**config.mk**
```make
export PLATFORM = sky130hd
export DESIGN_NAME = math_polar2rect_16
export DESIGN_NICKNAME = d
export VERILOG_FILES = /design/src/rtl/math_pkg.sv /design/src/rtl/math_cordic_atan_rom.sv /design/src/rtl/math_polar2rect_16.sv
export SDC_FILE = /design/constraint.sdc
export NUM_CORES = 1
export LEC_CHECK = 0
export CELL_PAD_IN_SITES_DETAIL_PLACEMENT = 0
export CELL_PAD_IN_SITES_GLOBAL_PLACEMENT = 1
export CORE_UTILIZATION = 47
export DETAILED_ROUTE_END_ITERATION = 6
export GPL_ROUTABILITY_DRIVEN = 0
export PLACE_DENSITY = 0.82
export SETUP_SLACK_MARGIN = 0.2
export SLEW_MARGIN = 40
export SYNTH_ARGS = -nofsm -noshare
export SYNTH_HDL_FRONTEND = slang
export SYNTH_HIERARCHICAL = 1
export SYNTH_SLANG_ARGS = --single-unit
```
**constraint.sdc**
```tcl
create_clock -name clk -period 8.3 [get_ports clk]
set_input_delay 0.83 -clock clk [delete_from_list [all_inputs] [get_ports clk]]
set_output_delay 0.83 -clock clk [all_outputs]
set_load 0.01 [all_outputs]
```
**src/rtl/math_pkg.sv**
```systemverilog
// Shared constants, CORDIC arctangent table and FSM state type for math_polar2rect_16.
// The MATH_POLAR2RECT_GAIN_COMP_EN macro selects the x/y datapath width.
package math_pkg;

  localparam int DATA_W      = 16;
  localparam int MAG_W       = 17;
  localparam int PHASE_W     = 16;
  localparam int COEF_W      = 16;
  localparam int INV_K_FRAC  = 15;
  localparam int CORDIC_ITER = 16;
  localparam int ITER_W      = $clog2(CORDIC_ITER);
  localparam int GUARD_BITS  = 3;
  localparam int Z_W         = PHASE_W + 1;

  // Without gain compensation the result grows by K ~ 1.647, so x/y need one more bit.
`ifdef MATH_POLAR2RECT_GAIN_COMP_EN
  localparam int XY_W = MAG_W + GUARD_BITS + 1;
`else
  localparam int XY_W = MAG_W + GUARD_BITS + 2;
`endif

  localparam logic [COEF_W-1:0]  INV_K      = 16'd19898;
  localparam logic [1:0]         QUAD_90    = 2'b01;
  localparam logic [1:0]         QUAD_180   = 2'b10;
  localparam logic [PHASE_W-1:0] PHASE_HALF = 16'h8000;
  localparam int                 SAT_LIM    = 32767;

  // atan(2^-i) in phase units (0x10000 = full turn).
  localparam logic [PHASE_W-1:0] ATAN_TABLE [CORDIC_ITER] = '{
    16'd8192, 16'd4836, 16'd2555, 16'd1297,
    16'd651,  16'd326,  16'd163,  16'd81,
    16'd41,   16'd20,   16'd10,   16'd5,
    16'd3,    16'd1,    16'd1,    16'd0
  };

  typedef enum logic [1:0] {
    IDLE     = 2'd0,
    PRESCALE = 2'd1,
    ROTATE   = 2'd2,
    DONE     = 2'd3
  } state_e;

endpackage

```
**src/rtl/math_cordic_atan_rom.sv**
```systemverilog
// Combinational lookup of the CORDIC arctangent constant for one iteration index.
module math_cordic_atan_rom
  import math_pkg::*;
(
  input  logic [ITER_W-1:0]  idx_i,
  output logic [PHASE_W-1:0] atan_o
);

  assign atan_o = ATAN_TABLE[idx_i];

endmodule

```
**src/rtl/math_polar2rect_16.sv**
```systemverilog
// Iterative rotation-mode CORDIC polar-to-rectangular converter, one iteration per enabled cycle.
// Define MATH_POLAR2RECT_GAIN_COMP_EN to add the PRESCALE state that removes the CORDIC gain.
module math_polar2rect_16
  import math_pkg::*;
(
  input  logic                      clk,
  input  logic                      rst,
  input  logic                      ena,
  input  logic [MAG_W-1:0]          din_mag,
  input  logic [PHASE_W-1:0]        din_phase,
  input  logic                      din_valid,
  output logic                      din_ready,
  output logic signed [DATA_W-1:0]  dout_re,
  output logic signed [DATA_W-1:0]  dout_im,
  output logic                      dout_valid,
  input  logic                      dout_ready
);

  state_e                    state_q, state_d;
  logic [ITER_W-1:0]         iter_q, iter_d;
  logic signed [XY_W-1:0]    x_q, x_d, y_q, y_d;
  logic signed [Z_W-1:0]     z_q, z_d;
  logic signed [DATA_W-1:0]  re_q, re_d, im_q, im_d;
  logic                      vld_q, vld_d;

  logic                      fold;
  logic [PHASE_W-1:0]        ph_res;
  logic signed [XY_W-1:0]    pre_x;
  logic [PHASE_W-1:0]        atan_val;
  logic                      d_pos;
  logic signed [XY_W-1:0]    x_sh, y_sh, x_rot, y_rot;
  logic signed [Z_W-1:0]     z_rot;

  function automatic logic signed [DATA_W-1:0] round_sat(input logic signed [XY_W-1:0] v);
    int t;
    t = (int'(v) + (1 <<< (GUARD_BITS - 1))) >>> GUARD_BITS;
    if (t > SAT_LIM) t = SAT_LIM;
    else if (t < -SAT_LIM) t = -SAT_LIM;
    return DATA_W'(t);
  endfunction

  // Quadrants 90..270 deg are mirrored through the origin so the residual stays within +/-90 deg.
  assign fold   = (din_phase[PHASE_W-1 -: 2] == QUAD_90) || (din_phase[PHASE_W-1 -: 2] == QUAD_180);
  assign ph_res = fold ? din_phase + PHASE_HALF : din_phase;

`ifdef MATH_POLAR2RECT_GAIN_COMP_EN
  logic [MAG_W-1:0]          mag_q, mag_d;
  logic                      neg_q, neg_d;
  logic [MAG_W+COEF_W-1:0]   prod;

  assign prod  = mag_q * INV_K;
  assign pre_x = signed'(XY_W'(prod >> (INV_K_FRAC - GUARD_BITS)));
`else
  assign pre_x = signed'(XY_W'({din_mag, {GUARD_BITS{1'b0}}}));
`endif

  math_cordic_atan_rom u_atan_rom (
    .idx_i  (iter_q),
    .atan_o (atan_val)
  );

  assign d_pos = ~z_q[Z_W-1];
  assign x_sh  = x_q >>> iter_q;
  assign y_sh  = y_q >>> iter_q;
  assign x_rot = d_pos ? x_q - y_sh : x_q + y_sh;
  assign y_rot = d_pos ? y_q + x_sh : y_q - x_sh;
  assign z_rot = d_pos ? z_q - signed'({1'b0, atan_val}) : z_q + signed'({1'b0, atan_val});

  always_comb begin
    state_d = state_q;
    iter_d  = iter_q;
    x_d     = x_q;
    y_d     = y_q;
    z_d     = z_q;
    re_d    = re_q;
    im_d    = im_q;
    vld_d   = vld_q;
`ifdef MATH_POLAR2RECT_GAIN_COMP_EN
    mag_d   = mag_q;
    neg_d   = neg_q;
`endif
    case (state_q)
      IDLE: begin
        if (din_valid) begin
          z_d    = {ph_res[PHASE_W-1], ph_res};
          iter_d = '0;
`ifdef MATH_POLAR2RECT_GAIN_COMP_EN
          mag_d   = din_mag;
          neg_d   = fold;
          state_d = PRESCALE;
`else
          x_d     = fold ? -pre_x : pre_x;
          y_d     = '0;
          state_d = ROTATE;
`endif
        end
      end
`ifdef MATH_POLAR2RECT_GAIN_COMP_EN
      PRESCALE: begin
        x_d     = neg_q ? -pre_x : pre_x;
        y_d     = '0;
        state_d = ROTATE;
      end
`endif
      ROTATE: begin
        x_d    = x_rot;
        y_d    = y_rot;
        z_d    = z_rot;
        iter_d = iter_q + 1'b1;
        // The last iteration feeds the output registers directly, saving a cycle.
        if (iter_q == ITER_W'(CORDIC_ITER - 1)) begin
          re_d    = round_sat(x_rot);
          im_d    = round_sat(y_rot);
          vld_d   = 1'b1;
          state_d = DONE;
        end
      end
      DONE: begin
        if (dout_ready) begin
          vld_d   = 1'b0;
          state_d = IDLE;
        end
      end
      default: state_d = IDLE;
    endcase
  end

  always_ff @(posedge clk) begin
    if (rst) begin
      state_q <= IDLE;
      iter_q  <= '0;
      vld_q   <= 1'b0;
      re_q    <= '0;
      im_q    <= '0;
    end else if (ena) begin
      state_q <= state_d;
      iter_q  <= iter_d;
      vld_q   <= vld_d;
      re_q    <= re_d;
      im_q    <= im_d;
    end
  end

  always_ff @(posedge clk) begin
    if (ena) begin
      x_q <= x_d;
      y_q <= y_d;
      z_q <= z_d;
`ifdef MATH_POLAR2RECT_GAIN_COMP_EN
      mag_q <= mag_d;
      neg_q <= neg_d;
`endif
    end
  end

  assign din_ready  = (state_q == IDLE) && !rst;
  assign dout_re    = re_q;
  assign dout_im    = im_q;
  assign dout_valid = vld_q;

endmodule

```
==> results.md, run 1 <==
- Dominant synthesized flop cell: edfxtp_1
- Dpl ws: 1020 ps
- Achievable frequency: 0.136 GHz
- Die height: 165 um
- Post-synth ARST share: 0
- Status: finished, final reports clean
- WL met3: 1920 um
- Pleak: 5.25 nW
- Postcts setup bufs: 0
- Core Region: 26,000 um2
- Critical path arrival: 7570 ps
- Die ar.: 27,100 um2
- Initial antenna violation count: 1
- EDFF count, synth: 61
- Final core area utilization: 0.526
- CP required: 8520 ps
- Top cell type's share of synthesized area: 0.147
- Die X: 165 um
- Final worst slack: 953 ps
- Worst VDD drop: 134 uV
- Unrepaired setup endpoints after global routing: no
- I/O pins: 72
- Power Density: 228 nW/um2
- Final hold violations: 0
- Clk slew on worst S/H paths: 80 ps
- Inserted Clock Buffers: 9
- Seq pwr share: 0.207
- Wire per inst: 18.4 um
- Worst slew pin tran: 877 ps
- Nets: 1,671
- Slew margin rel.: 0.410
- Syn Inst Count: 1,544
- M1 WL: 17,000 um
- Vias per cell: 6.19
- Final Skew: 11.3 ps
- Post-DRT Antenna Nets: 0
- Synthesized area: 12,400 um2
- Remaining global-route overflow: 0
- Crit Path Category: register to register
- # fillers: 2,475
- Startpoint types: register
- Hold WC Path Type: register to register
- Layout overhead on the synthesized area: 10.0%
- Clock power frac: 0.147
- Via count: 11,800
- Max-cap viol count: 0
- Detailed Route WL: 34,900 um
- Synthesized flop and latch total: 100
- Period utilisation layout: 0.885
- Initial Util: 0.478
- CTS sink cnt: 100
- Slew Limit Fails: 0
- Vias in the first global route: 10,500
- Seq/Total Area, Yosys: 0.210
- DRC viols: 0
- Rows: 59
- Cell-internal power: 1.63 mW
- Post-CTS Resized: 0
- YS warnings: 6
- Crit path time final: 7350 ps
- Met2 wire length: 15,200 um
- Uppermost layer routed: met4
- Logic pwr share: 0.645
- Sw Share: 0.479
- Sum of net half-perimeters after detailed placement: 26,500 um
- Clock Latency Late Sink: 370 ps
- Critical Path Sink Type: register
- Power, Total: 3.12 mW
- Setup Total Neg Slack: 0 ps
- Cell taking the most area after synthesis: edfxtp_1
- Diode count: 0
- Post-synthesis cell type count: 86
- Gr usage total: 0.257
- H-tree Lvls: 3
- Drt pass-1 iters: 6
- Syn Area/Cell: 8.05 um2
- Ranking of synthesized cells by area: edfxtp_1, ha_1, dfxtp_1
- Final setup viols: 0
- First-pass GRT wire length: 55,300 um
- Hold-fix buffers, CTS: 0
- Share of cells above drive strength 1: 0.0807
- Clk root buf: clkbuf_16
- CTS tree: done
- Pin count of the biggest net entering global routing: 70
- Port Buffers: 71
- DRT iter0 DRCs: 1,011
- Psw: 1.50 mW
- Clock buffer depth: 2
- Crit path max fanout: 42
-- placed cells by master (no fill, tap or decap), types with 13 or more instances in the layout --
cell type	instances
and2_1	24
xnor2_1	83
mux2i_1	54
a31oi_1	23
inv_1	54
clkdlybuf4s50_1	71
nand3_1	31
edfxtp_1	61
a21oi_1	116
dfxtp_1	35
ha_1	73
nand2b_1	21
mux4_2	32
and3_1	14
buf_4	14
or3_1	15
o21ai_0	65
nand2_1	155
a211oi_1	16
o211ai_1	15
xor2_1	57
nor2_1	147
o22ai_1	25
mux2_2	20
nand4_1	13
nor3_1	65
o21a_1	16
nor2b_1	14
a21o_1	23
-- power groups by stage --
stage / combinational, mW / sequential [mW] / clock, mW
global route: 2.23 / 0.652 / 0.484
finish: 2.01 / 0.647 / 0.460
detailed placement: 1.98 / 0.657 / 0
CTS: 1.99 / 0.646 / 0.471
floorplan: 1.57 / 0.623 / 0
global placement: 1.97 / 0.656 / 0
-- synth_stat cells, types with 12 or more instances --
cell      count
nand2_1     156
nor2_1      149
a21oi_1     116
xnor2_1      84
ha_1         73
nor3_1       65
o21ai_0      65
edfxtp_1     61
clkbuf_1     59
xor2_1       58
inv_1        55
mux2i_1      54
dfxtp_1      39
mux4_2       32
nand3_1      31
o22ai_1      25
and2_1       24
a21o_1       23
a31oi_1      23
nand2b_1     21
mux2_2       20
a211oi_1     16
o21a_1       16
buf_2        15
nor2b_1      15
o211ai_1     15
or3_1        15
and3_1       14
nand4_1      13
or2_2        12
-- worst max-delay path, stage by stage, from the launching register on --
cell	delay, ps
dfxtp_2	710
buf_12	300
mux4_2	530
mux4_2	510
inv_1	70
ha_1	200
and4_1	220
and3_1	250
nor2_1	70
xnor2_1	130
ha_1	390
a21o_1	210
a311oi_1	290
o21ba_2	260
a211oi_1	120
o21ai_0	380
o31ai_1	310
or3_1	450
nor4_1	420
a211oi_1	140
a211oi_1	320
o31a_1	630
o311ai_0	240
-- flip-flops by register name (all words and copies together) (netlist names) --
register / cells
dout_re: 16
z_q: 17
dout_valid: 1
dout_im: 16
y_q: 22
x_q: 22
state_q: 2
iter_q: 4
-- final timing paths --
| kind | from | end | slack (ps) | cells after the start |
|---|---|---|---|---|
| setup / recovery | iter_q[1] | dout_re[8] | 950 | 22 |
| hold / removal | dout_re[14] | dout_re[14] | 480 | 2 |
| setup reg to reg | iter_q[1] | dout_re[8] | 950 | 22 |
| hold reg to reg | dout_re[14] | dout_re[14] | 480 | 2 |
-- routing by layer --
layer | global-route usage | vias up
met5 | 0 | -
met4 | 0.0734 | 0
met3 | 0.0357 | 44
met2 | 0.383 | 346
met1 | 0.382 | 5610
li1 | - | 5751
-- area by class of cell --
cell class / instances / area, um2 / area share
clock inverters: 4 / 25.0 / 0.00183
multi-input cells: 1302 / 9270 / 0.677
well taps: 335 / 419 / 0.0306
inverters: 57 / 214 / 0.0156
flip-flops and latches: 100 / 2620 / 0.192
clock buffers: 12 / 279 / 0.0204
repair buffers: 87 / 856 / 0.0626
-- through the flow --
stage	instances	instance area [um2]	hold WS, ps
detailed placement	1881	13400	466
CTS	1897	13700	485
floorplan	1545	12400	506
finish	1897	13700	478
global route	1897	13700	498
global placement	1881	13300	456
-- logic make-up after synthesis --
group | synth area share
AO/OA/AOI/OAI | 0.222
AND/OR/NAND/NOR | 0.222
flip-flops | 0.210
XOR/XNOR | 0.100
other | 0.000302
adder cells (fa/ha/maj) | 0.0783
multiplexers | 0.120
buffers and inverters | 0.0474
No activity file was read; power rests on OpenSTA's default activity.
==> inputs of run 2 (changes only) <==
==> constraint.sdc (replaced) <==
create_clock -name clk -period 8.3 [get_ports clk]
set_input_delay 0.83 -clock clk [delete_from_list [all_inputs] [get_ports clk]]
set_output_delay 0.83 -clock clk [all_outputs]
set_load 0.1 [all_outputs]
==> results.md, run 2 (synthesis results as in run 1) <==
- Dpl ws: 1060 ps
- Crit path time final: 7280 ps
- Setup Total Neg Slack: 0 ps
- Die X: 165 um
- Period utilisation layout: 0.877
- Critical path's largest stage delay: 710 ps
- Clock buffer depth: 2
- Critical path buffer and inverter count: 2
- Via count: 11,600
- Power Density: 231 nW/um2
- FF-to-FF End: dout_re[6]
- Post-DP Area: 13,200 um2
- CTS sink cnt: 100
- Most common cell after layout, fill and taps aside: nand2_1
- Seq pwr share: 0.207
- Clk slew on worst S/H paths: 80 ps
- Initial antenna violation count: 0
- Layout overhead on the synthesized area: 8.71%
- Hold WC Path Type: register to register
- Initial Util: 0.478
- Hold path endpoint: dout_re[14]
- Final hold violations: 0
- Core Region: 26,000 um2
- DRC viols: 0
- Max-cap viol count: 0
- Diode count: 0
- Die height: 165 um
- Drt pass-1 iters: 7
- Achievable frequency: 0.137 GHz
- # fillers: 2,528
- Die ar.: 27,100 um2
- Vias in the first global route: 10,400
- Critical Path Sink Type: register
- Wire per inst: 18.4 um
- Rows: 59
- Sum of net half-perimeters after detailed placement: 26,500 um
- R2R cell count: 22
- Cell-internal power: 1.63 mW
- Startpoint types: register
- Remaining global-route overflow: 0
- Worst slew pin tran: 778 ps
- Final Skew: 16.6 ps
- Top flop regs: x_q (22), y_q (22), z_q (17)
- Pin count of the biggest net entering global routing: 70
- Finished layout cell area: 13,500 um2
- Final setup viols: 0
- Clock Latency Late Sink: 370 ps
- Final worst slack: 1020 ps
- Reg-to-reg startpoint: iter_q[1]
- CP top delay family: compound AO/OA/AOI/OAI gates
- Crit Path Category: register to register
- Crit path max fanout: 42
- Psw: 1.50 mW
- Hold Crit Start: dout_re[14]
- Port Buffers: 71
- Worst VDD drop: 138 uV
- Power, Total: 3.12 mW
- Logic pwr share: 0.647
- Hold-fix buffers, CTS: 0
- Final core area utilization: 0.520
- Post-CTS Resized: 0
- Placed cell count: 1,881
- Gr usage total: 0.257
- Pleak: 5.33 nW
- I/O pins: 72
- Crit path cell chain: buf_12, mux4_2, mux4_2, inv_1, ha_1, and4_1, and3_1, nor2_1, xnor2_1, ha_1, a21o_1, a311oi_1, o21ba_2, a211oi_1, o21ai_0, o31ai_2, or3_1, nor4_1, a211oi_1, a211oi_1, o31a_1, o311ai_0
- Clk root buf: clkbuf_16
- Clock power frac: 0.146
- CP required: 8520 ps
- Commonest cells after routing, fill and taps aside: nand2_1, nor2_1, a21oi_1, xnor2_1, ha_1
- Status: finished, final reports clean
- Sw Share: 0.479
- Slew margin rel.: 0.481
- CTS tree: done
- Nets: 1,671
- Post-DRT Antenna Nets: 0
- Hold WS: 472 ps
- R2R setup slack: 1020 ps
- Slew Limit Fails: 0
- Inserted Clock Buffers: 9
- Non-Filler Instances: 1,897
- First-pass GRT wire length: 55,300 um
- Unrepaired setup endpoints after global routing: no
- Postcts setup bufs: 0
- Worst hold path depth: 2
- Critical path's slowest cell: dfxtp_2
- H-tree Lvls: 3
- DRT iter0 DRCs: 891
- Worst path most repeated cell: a211oi_1
- Detailed Route WL: 34,800 um
- Share of cells above drive strength 1: 0.103
- Vias per cell: 6.14
- Critical path arrival: 7490 ps
[run 2: changes by cell type in the layout (fill, tap and decap cells not counted)]
cell,delta
buf_2,+34
o31ai_1,-1
o31ai_2,+1
clkdlybuf4s50_1,-34
[run 2: final cells by class]
class / instances / area [um2] / share of cell area
multi-input combinational: 1302 / 9270 / 0.686
sequential: 100 / 2620 / 0.194
timing repair buffer: 87 / 686 / 0.0507
tap: 335 / 419 / 0.0310
clock buffer: 12 / 279 / 0.0206
inverter: 57 / 214 / 0.0158
clock inverter: 4 / 25.0 / 0.00185
[run 2: routing by layer]
layer | wire [um] | GRT usage
met5 | 0 | 0
met4 | 591 | 0.0642
met3 | 1950 | 0.0362
met2 | 15400 | 0.391
met1 | 16900 | 0.378
[run 2: how the worst max path moves through the flow]
| stage | start | end | slack [ps] | cells after the start |
|---|---|---|---|---|
| detailed placement | iter_q[0] | dout_im[2] | 1060 | 21 |
| global route | iter_q[1] | dout_im[1] | 510 | 23 |
| finish | iter_q[1] | dout_re[6] | 1020 | 22 |
| CTS | iter_q[0] | dout_im[2] | 1020 | 21 |
| floorplan | iter_q[1] | dout_im[10] | 1710 | 28 |
| global placement | iter_q[0] | dout_im[3] | 1210 | 21 |
[run 2: power by group through the flow]
stage	logic (mW)	clock network, mW	registers (mW)
floorplan	1.57	0	0.623
global placement	1.97	0	0.656
detailed placement	1.98	0	0.657
CTS	2.00	0.464	0.646
global route	2.23	0.479	0.653
finish	2.02	0.456	0.648
[run 2: worst register-to-register path: stages, from the launching register on]
cell and delay [ps]:
dfxtp_2 710, buf_12 320, mux4_2 550, mux4_2 510, inv_1 70, ha_1 200, and4_1 220, and3_1 240
nor2_1 70, xnor2_1 130, ha_1 390, a21o_1 210, a311oi_1 280, o21ba_2 260, a211oi_1 120, o21ai_0 440
o31ai_2 250, or3_1 420, nor4_1 380, a211oi_1 140, a211oi_1 290, o31a_1 650, o311ai_0 250
==> inputs of run 3 (changes only) <==
==> constraint.sdc (replaced) <==
create_clock -name clk -period 8.05 [get_ports clk]
set_input_delay 0.805 -clock clk [delete_from_list [all_inputs] [get_ports clk]]
set_output_delay 0.805 -clock clk [all_outputs]
set_load 0.1 [all_outputs]
==> results.md, run 3 (synthesis results as in run 1) <==
- Period utilisation layout: 0.880
- Slew margin rel.: 0.449
- Vias per cell: 6.13
- Final worst slack: 962 ps
- Via count: 11,700
- Initial Util: 0.478
- Rows: 59
- Clk slew on worst S/H paths: 80 ps
- First-pass GRT wire length: 56,000 um
- Postcts setup bufs: 0
- Initial antenna violation count: 0
- Port Buffers: 71
- Critical Path Sink Type: register
- DRC viols: 0
- I/O pins: 72
- Crit path max fanout: 39
- Vias in the first global route: 10,600
- Die height: 165 um
- Die ar.: 27,100 um2
- Top flop regs: x_q (22), y_q (22), z_q (17)
- Final core area utilization: 0.519
- Crit path cell chain: buf_12, mux2i_1, mux2i_1, o32ai_1, nand3b_1, nand2_1, nand4_1, nor2_1, nor2_1, xor2_1, ha_1, a21o_1, a21oi_1, nor2_1, a211oi_1, nand2_1, or4b_2, a31oi_1, and3_1, a311o_1, nand3_1, a211oi_2, buf_4, nor3_1
- Inserted Clock Buffers: 9
- Clk root buf: clkbuf_16
- Clock buffer depth: 2
- Power Density: 236 nW/um2
- Pleak: 5.33 nW
- Status: finished, final reports clean
- Critical path's slowest cell: dfxtp_4
- Sum of net half-perimeters after detailed placement: 26,800 um
- Share of cells above drive strength 1: 0.105
- H-tree Lvls: 3
- Unrepaired setup endpoints after global routing: no
- Most common cell after layout, fill and taps aside: nand2_1
- Final setup viols: 0
- Gr usage total: 0.261
- Core Region: 26,000 um2
- Crit Path Category: register to register
- Startpoint types: register
- Setup Total Neg Slack: 0 ps
- Hold WC Path Type: register to register
- Max-cap viol count: 0
- DRT iter0 DRCs: 1,039
- Placed cell count: 1,885
- Worst slew pin tran: 826 ps
- Detailed Route WL: 35,000 um
- Pin count of the biggest net entering global routing: 70
- Worst path most repeated cell: nor2_1
- Commonest cells after routing, fill and taps aside: nand2_1, nor2_1, a21oi_1, xnor2_1, ha_1
- CP required: 8280 ps
- Final Skew: 19.8 ps
- Worst VDD drop: 118 uV
- Post-DP Area: 13,200 um2
- Critical path's largest stage delay: 670 ps
- Hold WS: 478 ps
- Power, Total: 3.19 mW
- Drt pass-1 iters: 7
- CTS sink cnt: 100
- Non-Filler Instances: 1,901
- Achievable frequency: 0.141 GHz
- Critical path arrival: 7310 ps
- Clock Latency Late Sink: 370 ps
- Dpl ws: 837 ps
- Nets: 1,675
- Remaining global-route overflow: 0
- Wire per inst: 18.4 um
- Hold-fix buffers, CTS: 0
- Finished layout cell area: 13,500 um2
- CTS tree: done
- Layout overhead on the synthesized area: 8.53%
- Post-DRT Antenna Nets: 0
- Slew Limit Fails: 0
- Final hold violations: 0
- Die X: 165 um
- Diode count: 0
- Crit path time final: 7090 ps
==> run 3: worst max-delay path: cells and delay by family, from the launching register on <==
family	cells	cell delay (ps)
xor gates and xnor gates	1	160
and+or+nand+nor	11	2380
muxes	2	470
AOI/OAI and AO/OA	7	2280
adders and majority gates	1	420
buffers and inverters	2	520
DFF	1	670
==> run 3: routing by layer <==
metal | part of all wire | vias to the layer above | track usage
li1 | - | 5752 | -
met5 | 0 | - | 0
met2 | 0.45 | 333 | 0.404
met3 | 0.058 | 27 | 0.0306
met1 | 0.48 | 5541 | 0.385
met4 | 0.011 | 0 | 0.0550
==> run 3: where the power goes <==
part / switching, mW / internal, mW / total (mW)
clock: 0.226 / 0.221 / 0.447
combinational: 1.25 / 0.822 / 2.07
sequential: 0.0626 / 0.606 / 0.669
total: 1.54 / 1.65 / 3.19
==> run 3: worst paths after layout <==
path	start	endpoint	slack (ps)	cells past startpoint
worst min-delay path	dout_re[5]	dout_re[5]	480	2
worst min register to register	dout_re[5]	dout_re[5]	480	2
worst max-delay path	iter_q[1]	dout_im[2]	960	24
worst max register to register	iter_q[1]	dout_im[2]	960	24
==> run 3: what timing repair did <==
action | in CTS | in global routing
endpoints found under the hold margin | 0 | 0
gates resized for setup | 0 | 1
endpoints found under the setup margin | 0 | 14
==> run 3: cell type report <==
cell class                      instances  area [um2]
Fill cell                            2556       12500
Multi-Input combinational cell       1302        9260
Sequential cell                       100        2620
Timing Repair Buffer                   91         703
Tap cell                              335         419
Clock buffer                           11         243
Inverter                               57         214
Clock inverter                          5        32.5
